<file path="src/rtl/packed_satadd_pipe.sv">
// Two-stage packed-SIMD add/subtract with per-lane saturate-or-wrap and sticky overflow.
// Stage 1 holds the operands; stage 2 holds the lane results that drive the output stream.
module packed_satadd_pipe #(
  parameter int LANE_W = 4,
  parameter int LANES  = 4
) (
  input  logic                      clk,
  input  logic                      rst_n,
  input  logic                      in_valid,
  output logic                      in_ready,
  input  logic [LANES*LANE_W-1:0]   a,
  input  logic [LANES*LANE_W-1:0]   b,
  input  logic                      op_sub,
  input  logic                      sat_en,
  output logic                      out_valid,
  input  logic                      out_ready,
  output logic [LANES*LANE_W-1:0]   result,
  output logic [LANES-1:0]          lane_ovf,
  output logic [LANES-1:0]          sticky_ovf,
  input  logic                      sticky_clr
);

  localparam int W   = LANES * LANE_W;
  localparam int MSB = LANE_W - 1;

  logic             s1_valid_q, s1_valid_d;
  logic [W-1:0]     s1_a_q, s1_a_d;
  logic [W-1:0]     s1_b_q, s1_b_d;
  logic             s1_sub_q, s1_sub_d;
  logic             s1_sat_q, s1_sat_d;

  logic             s2_valid_q, s2_valid_d;
  logic [W-1:0]     result_q, result_d;
  logic [LANES-1:0] lane_ovf_q, lane_ovf_d;
  logic [LANES-1:0] sticky_q, sticky_d;

  logic             advance;
  logic             s2_load;
  logic [W-1:0]     lane_res;
  logic [LANES-1:0] lane_ovf_c;

  // Each lane is an isolated LANE_W-bit adder; subtract is A + ~B + 1 so B = most-negative needs no special case.
  for (genvar i = 0; i < LANES; i++) begin : g_lane
    logic [LANE_W-1:0] la;
    logic [LANE_W-1:0] lbp;
    logic [LANE_W-1:0] ls;
    logic              lovf;

    assign la   = s1_a_q[i*LANE_W +: LANE_W];
    assign lbp  = s1_sub_q ? ~s1_b_q[i*LANE_W +: LANE_W] : s1_b_q[i*LANE_W +: LANE_W];
    assign ls   = la + lbp + {{MSB{1'b0}}, s1_sub_q};
    assign lovf = (la[MSB] == lbp[MSB]) & (ls[MSB] != la[MSB]);

    assign lane_ovf_c[i] = lovf;
    assign lane_res[i*LANE_W +: LANE_W] =
      (lovf & s1_sat_q) ? (la[MSB] ? {1'b1, {MSB{1'b0}}} : {1'b0, {MSB{1'b1}}}) : ls;
  end

  // One advance signal moves both stages, so an empty S1 still waits behind a stalled S2.
  always_comb begin
    advance    = ~s2_valid_q | out_ready;
    s2_load    = advance & s1_valid_q;

    s1_valid_d = s1_valid_q;
    s1_a_d     = s1_a_q;
    s1_b_d     = s1_b_q;
    s1_sub_d   = s1_sub_q;
    s1_sat_d   = s1_sat_q;
    s2_valid_d = s2_valid_q;
    result_d   = result_q;
    lane_ovf_d = lane_ovf_q;

    if (advance) begin
      s1_valid_d = in_valid;
      s2_valid_d = s1_valid_q;
      if (in_valid) begin
        s1_a_d   = a;
        s1_b_d   = b;
        s1_sub_d = op_sub;
        s1_sat_d = sat_en;
      end
      if (s1_valid_q) begin
        result_d   = lane_res;
        lane_ovf_d = lane_ovf_c;
      end
    end

    sticky_d = (sticky_clr ? '0 : sticky_q) | (s2_load ? lane_ovf_c : '0);
  end

  always_ff @(posedge clk or negedge rst_n) begin
    if (!rst_n) begin
      s1_valid_q <= 1'b0;
      s1_a_q     <= '0;
      s1_b_q     <= '0;
      s1_sub_q   <= 1'b0;
      s1_sat_q   <= 1'b0;
      s2_valid_q <= 1'b0;
      result_q   <= '0;
      lane_ovf_q <= '0;
      sticky_q   <= '0;
    end else begin
      s1_valid_q <= s1_valid_d;
      s1_a_q     <= s1_a_d;
      s1_b_q     <= s1_b_d;
      s1_sub_q   <= s1_sub_d;
      s1_sat_q   <= s1_sat_d;
      s2_valid_q <= s2_valid_d;
      result_q   <= result_d;
      lane_ovf_q <= lane_ovf_d;
      sticky_q   <= sticky_d;
    end
  end

  assign in_ready   = advance;
  assign out_valid  = s2_valid_q;
  assign result     = result_q;
  assign lane_ovf   = lane_ovf_q;
  assign sticky_ovf = sticky_q;

endmodule

</file>
<file path="config.mk">
export PLATFORM = sky130hd
export DESIGN_NAME = packed_satadd_pipe
export DESIGN_NICKNAME = d
export VERILOG_FILES = /design/src/rtl/packed_satadd_pipe.sv
export SDC_FILE = /design/constraint.sdc
export NUM_CORES = 1
export LEC_CHECK = 0
export CAP_MARGIN = 20
export CORE_UTILIZATION = 51
export DETAILED_ROUTE_END_ITERATION = 10
export PLACE_DENSITY = 0.85
export SLEW_MARGIN = 20
export SYNTH_ARGS = -nofsm -noshare
export SYNTH_HDL_FRONTEND = slang
export SYNTH_SLANG_ARGS = --single-unit
</file>
<file path="constraint.sdc">
create_clock -name clk -period 2.8 [get_ports clk]
set_clock_uncertainty 0.15 [all_clocks]
set_input_delay 0.56 -clock clk [delete_from_list [all_inputs] [get_ports clk]]
set_output_delay 0.56 -clock clk [all_outputs]
set_load 0.02 [all_outputs]
</file>
==> metrics.md <==
| Metric | Value |
|---|---|
| Reg-to-reg endpoint | `result[9]$_DFFE_PN0P_` |
| Post-synthesis simple-gate area fraction | `0.0822` |
| Number of synthesized flops with an enable pin | `0` |
| Die area | `6310 um2` |
| Initial antenna violation count | `0` |
| RSZ-0062 raised after global routing | `no` |
| Num CTS Buffers | `9` |
| Worst r2r src | `s1_sub_q$_DFFE_PN0P_` |
| PortBufs | `64` |
| Number of DRC violations after detailed routing | `0` |
| Global-route wire length before repair | `10400 um` |
| Post-DP HPWL | `4380 um` |
| Synthesis-to-layout area growth | `29.6%` |
| Register area share after synthesis | `0.491` |
| Crit-path cells | `clkdlybuf4s50_1, nand2b_1, clkdlybuf4s50_1` |
| Worst Path Arrival | `1.89 ns` |
| Commonest non-fill, non-tap cell in the layout | `clkdlybuf4s50_1` |
| CP top delay family | `buffers and inverters` |
| Final GP Congestion | `0.778` |
| Die height | `79.5 um` |
| Initial DRC count | `86` |
| Adder-Cell Fraction of Synth Area | `0.0589` |
| CTS resizes | `0` |
| Post-CTS Hold Fix Bufs | `0` |
| Htree depth | `3` |
| Crit. End Element | `output port` |
| Worst-path clk slew | `0.06 ns` |
| Final setup violation count | `0` |
| Largest stage delay, worst path | `0.65 ns` |
| Mean routed wirelength per cell | `14.6 um` |
| Ys flop type | `dfrtp_1` |
| CP Capture Point | `in_ready` |
| CP Buf/Inv Count | `2` |
| Worst r2r path cells | `8` |
| Rows | `27` |
| Post-Synth XOR/XNOR Area | `0.0597` |
| Clk_lat worst skew | `0.33 ns` |
| Number of setup buffers added after CTS | `0` |
| Final wirelength | `5970 um` |
| Remaining antenna violation count | `0` |
| Nets | `384` |
| Slew @ Worst Pin | `0.655 ns` |
| WP data required | `2.09 ns` |
| Setup WS pre-CTS | `0.200 ns` |
| All-layer global routing usage | `0.220` |
| Via count | `2256` |
| Slowest library cell on the worst path | `clkdlybuf4s50_1` |
| Max-Cap Viols | `0` |
| Share of cells above drive strength 1 | `0.187` |
| Async set-reset flop share out of synthesis | `1.00` |
| Min cycle time layout | `2.60 ns` |
| Io pins | `65` |
| Total nets after synthesis | `314` |
| Initial core utilization | `0.542` |
| Max Buffers Root-to-Sink | `2` |
| Leakage | `1.68 nW` |
| Startpoint types | `input port` |
| Critical Path Stages | `3` |
| Number of diodes | `0` |
| Total grt overflow | `0` |
| Compound-Gate Fraction of Synth Area | `0.116` |
| Post-Syn Instances | `263` |
| Status | `complete, no violations` |
| Worst Setup SP | `out_ready` |
| Largest net degree at the start of global routing | `36` |
| Hold Fails Final Rpt | `0` |
| Flop2flop setup slack | `0.35 ns` |
| CTS tree | `done` |
| Vias in the first global route | `2270` |
| DR vias/cell | `5.52` |
| Post-synth cell types | `38` |
| Mean area per synthesized cell | `11.6 um2` |
| Mapped Area | `3060 um2` |
| Commonest non-fill, non-tap cells in the layout | `clkdlybuf4s50_1 (63), dfrtp_1 (60), mux2_2 (36)` |
| Crit path max fanout | `6` |
| Die X | `79.5 um` |
| Most common cell on crit path | `clkdlybuf4s50_1` |
| Max-slew violation count | `0` |
| Mux cell area share after synthesis | `0.156` |
| WS Path Type | `input port to output port` |
| Clock Sinks | `60` |
| Worst Hold Class | `input port to async pin` |
| Largest family of logic cells by synthesized area | `multiplexers` |
| Fmax | `384 MHz` |
| Synth Warn # | `0` |
| Worst Slack Setup Final | `0.196 ns` |
| VDD IR max | `0.000520 V` |
| Total core area | `5640 um2` |
| Relative slew slack | `0.563` |
| CTS root buf | `clkbuf_8` |
| Final period utilization | `0.930` |
| Final TNS setup | `0 ns` |
| Cell area power density | `915 nW/um2` |
| First-pass DRT Iterations | `5` |
| Flops & latches, synth | `60` |
-- synth_stat cells, types with 3 or more instances --
| cell type | instances | area (um2) |
|---|---|---|
| dfrtp_1 | 60 | 1500 |
| nor2_1 | 11 | 41.3 |
| mux2i_1 | 5 | 50.1 |
| mux2_2 | 36 | 405 |
| o21a_1 | 4 | 30.0 |
| nand2_1 | 24 | 90.1 |
| xor2_1 | 11 | 96.3 |
| a21oi_1 | 10 | 50.1 |
| buf_2 | 5 | 25.0 |
| buf_6 | 3 | 33.8 |
| o21ai_2 | 3 | 26.3 |
| fa_1 | 4 | 80.1 |
| a211oi_1 | 10 | 75.1 |
| o21ai_0 | 11 | 55.1 |
| ha_1 | 8 | 100 |
| o2111ai_1 | 5 | 43.8 |
| nor4_1 | 3 | 18.8 |
| xnor2_1 | 8 | 70.1 |
| nor3_1 | 5 | 25.0 |
| a221o_1 | 3 | 30.0 |
| inv_1 | 12 | 45.0 |
-- report_power, final --
| group | switching [W] | internal, W |
|---|---|---|
| clock | 0.000318 | 0.000430 |
| sequential | 0.000184 | 0.00112 |
| combinational | 0.000804 | 0.000777 |
-- flip-flops by register name, summed over array words and instances (netlist names) --
signal and flops:
result 16, s1_a_q 16, s1_b_q 16, lane_ovf 4, sticky_ovf 4, out_valid 1, s1_sat_q 1, s1_sub_q 1
s1_valid_q 1
-- worst min-delay path by stage --
| stage | endpoint | startpoint | slack (ns) | cells past startpoint |
|---|---|---|---|---|
| 2_1_floorplan | lane_ovf[0]$_DFFE_PN0P_ | rst_n | 0.11 | 0 |
| 3_3_place_gp | lane_ovf[2]$_DFFE_PN0P_ | lane_ovf[2]$_DFFE_PN0P_ | 0.31 | 2 |
| 3_5_place_dp | lane_ovf[3]$_DFFE_PN0P_ | lane_ovf[3]$_DFFE_PN0P_ | 0.33 | 2 |
| 4_1_cts | s1_b_q[15]$_DFFE_PN0P_ | rst_n | 0.12 | 1 |
| 5_1_grt | s1_b_q[12]$_DFFE_PN0P_ | rst_n | 0.15 | 1 |
| 6_report | s1_b_q[12]$_DFFE_PN0P_ | rst_n | 0.11 | 1 |
-- cell families (layout without fill, tap and decap cells) --
family | Yosys count | after routing
simple gates | 55 | 55
compound gates | 52 | 52
buf+inv | 22 | 96
fa+ha+maj | 12 | 12
mux | 42 | 42
xor+xnor | 20 | 20
flops | 60 | 60
-- cell type report --
cell class	instances	area (um2)
flip-flops and latches	60	1500
clock buffers	13	149
multi-input cells	181	1450
repair buffers	69	698
inverters	12	45.0
fillers	392	1680
well taps	72	90.1
clock inverters	2	35.0
-- per-layer routing --
layer  vias up  GRT usage  part of all wire
met3        10     0.0434             0.043
met5         -          0                 0
met4         0      0.105             0.021
met2        61      0.365              0.50
met1      1117      0.275              0.43
li1       1068          -                 -
-- stage by stage --
step                 util  total power (W)  instances  hold slack (ns)  area, um2
floorplan               -          0.00230        263            0.114       3060
global placement    0.670          0.00282        394            0.309       3780
detailed placement  0.670          0.00290        394            0.333       3780
CTS                 0.703          0.00366        409            0.121       3970
global route        0.703          0.00388        409            0.149       3970
finish              0.703          0.00363        409            0.105       3970
Note: power is estimated with default switching activity, not from simulation.
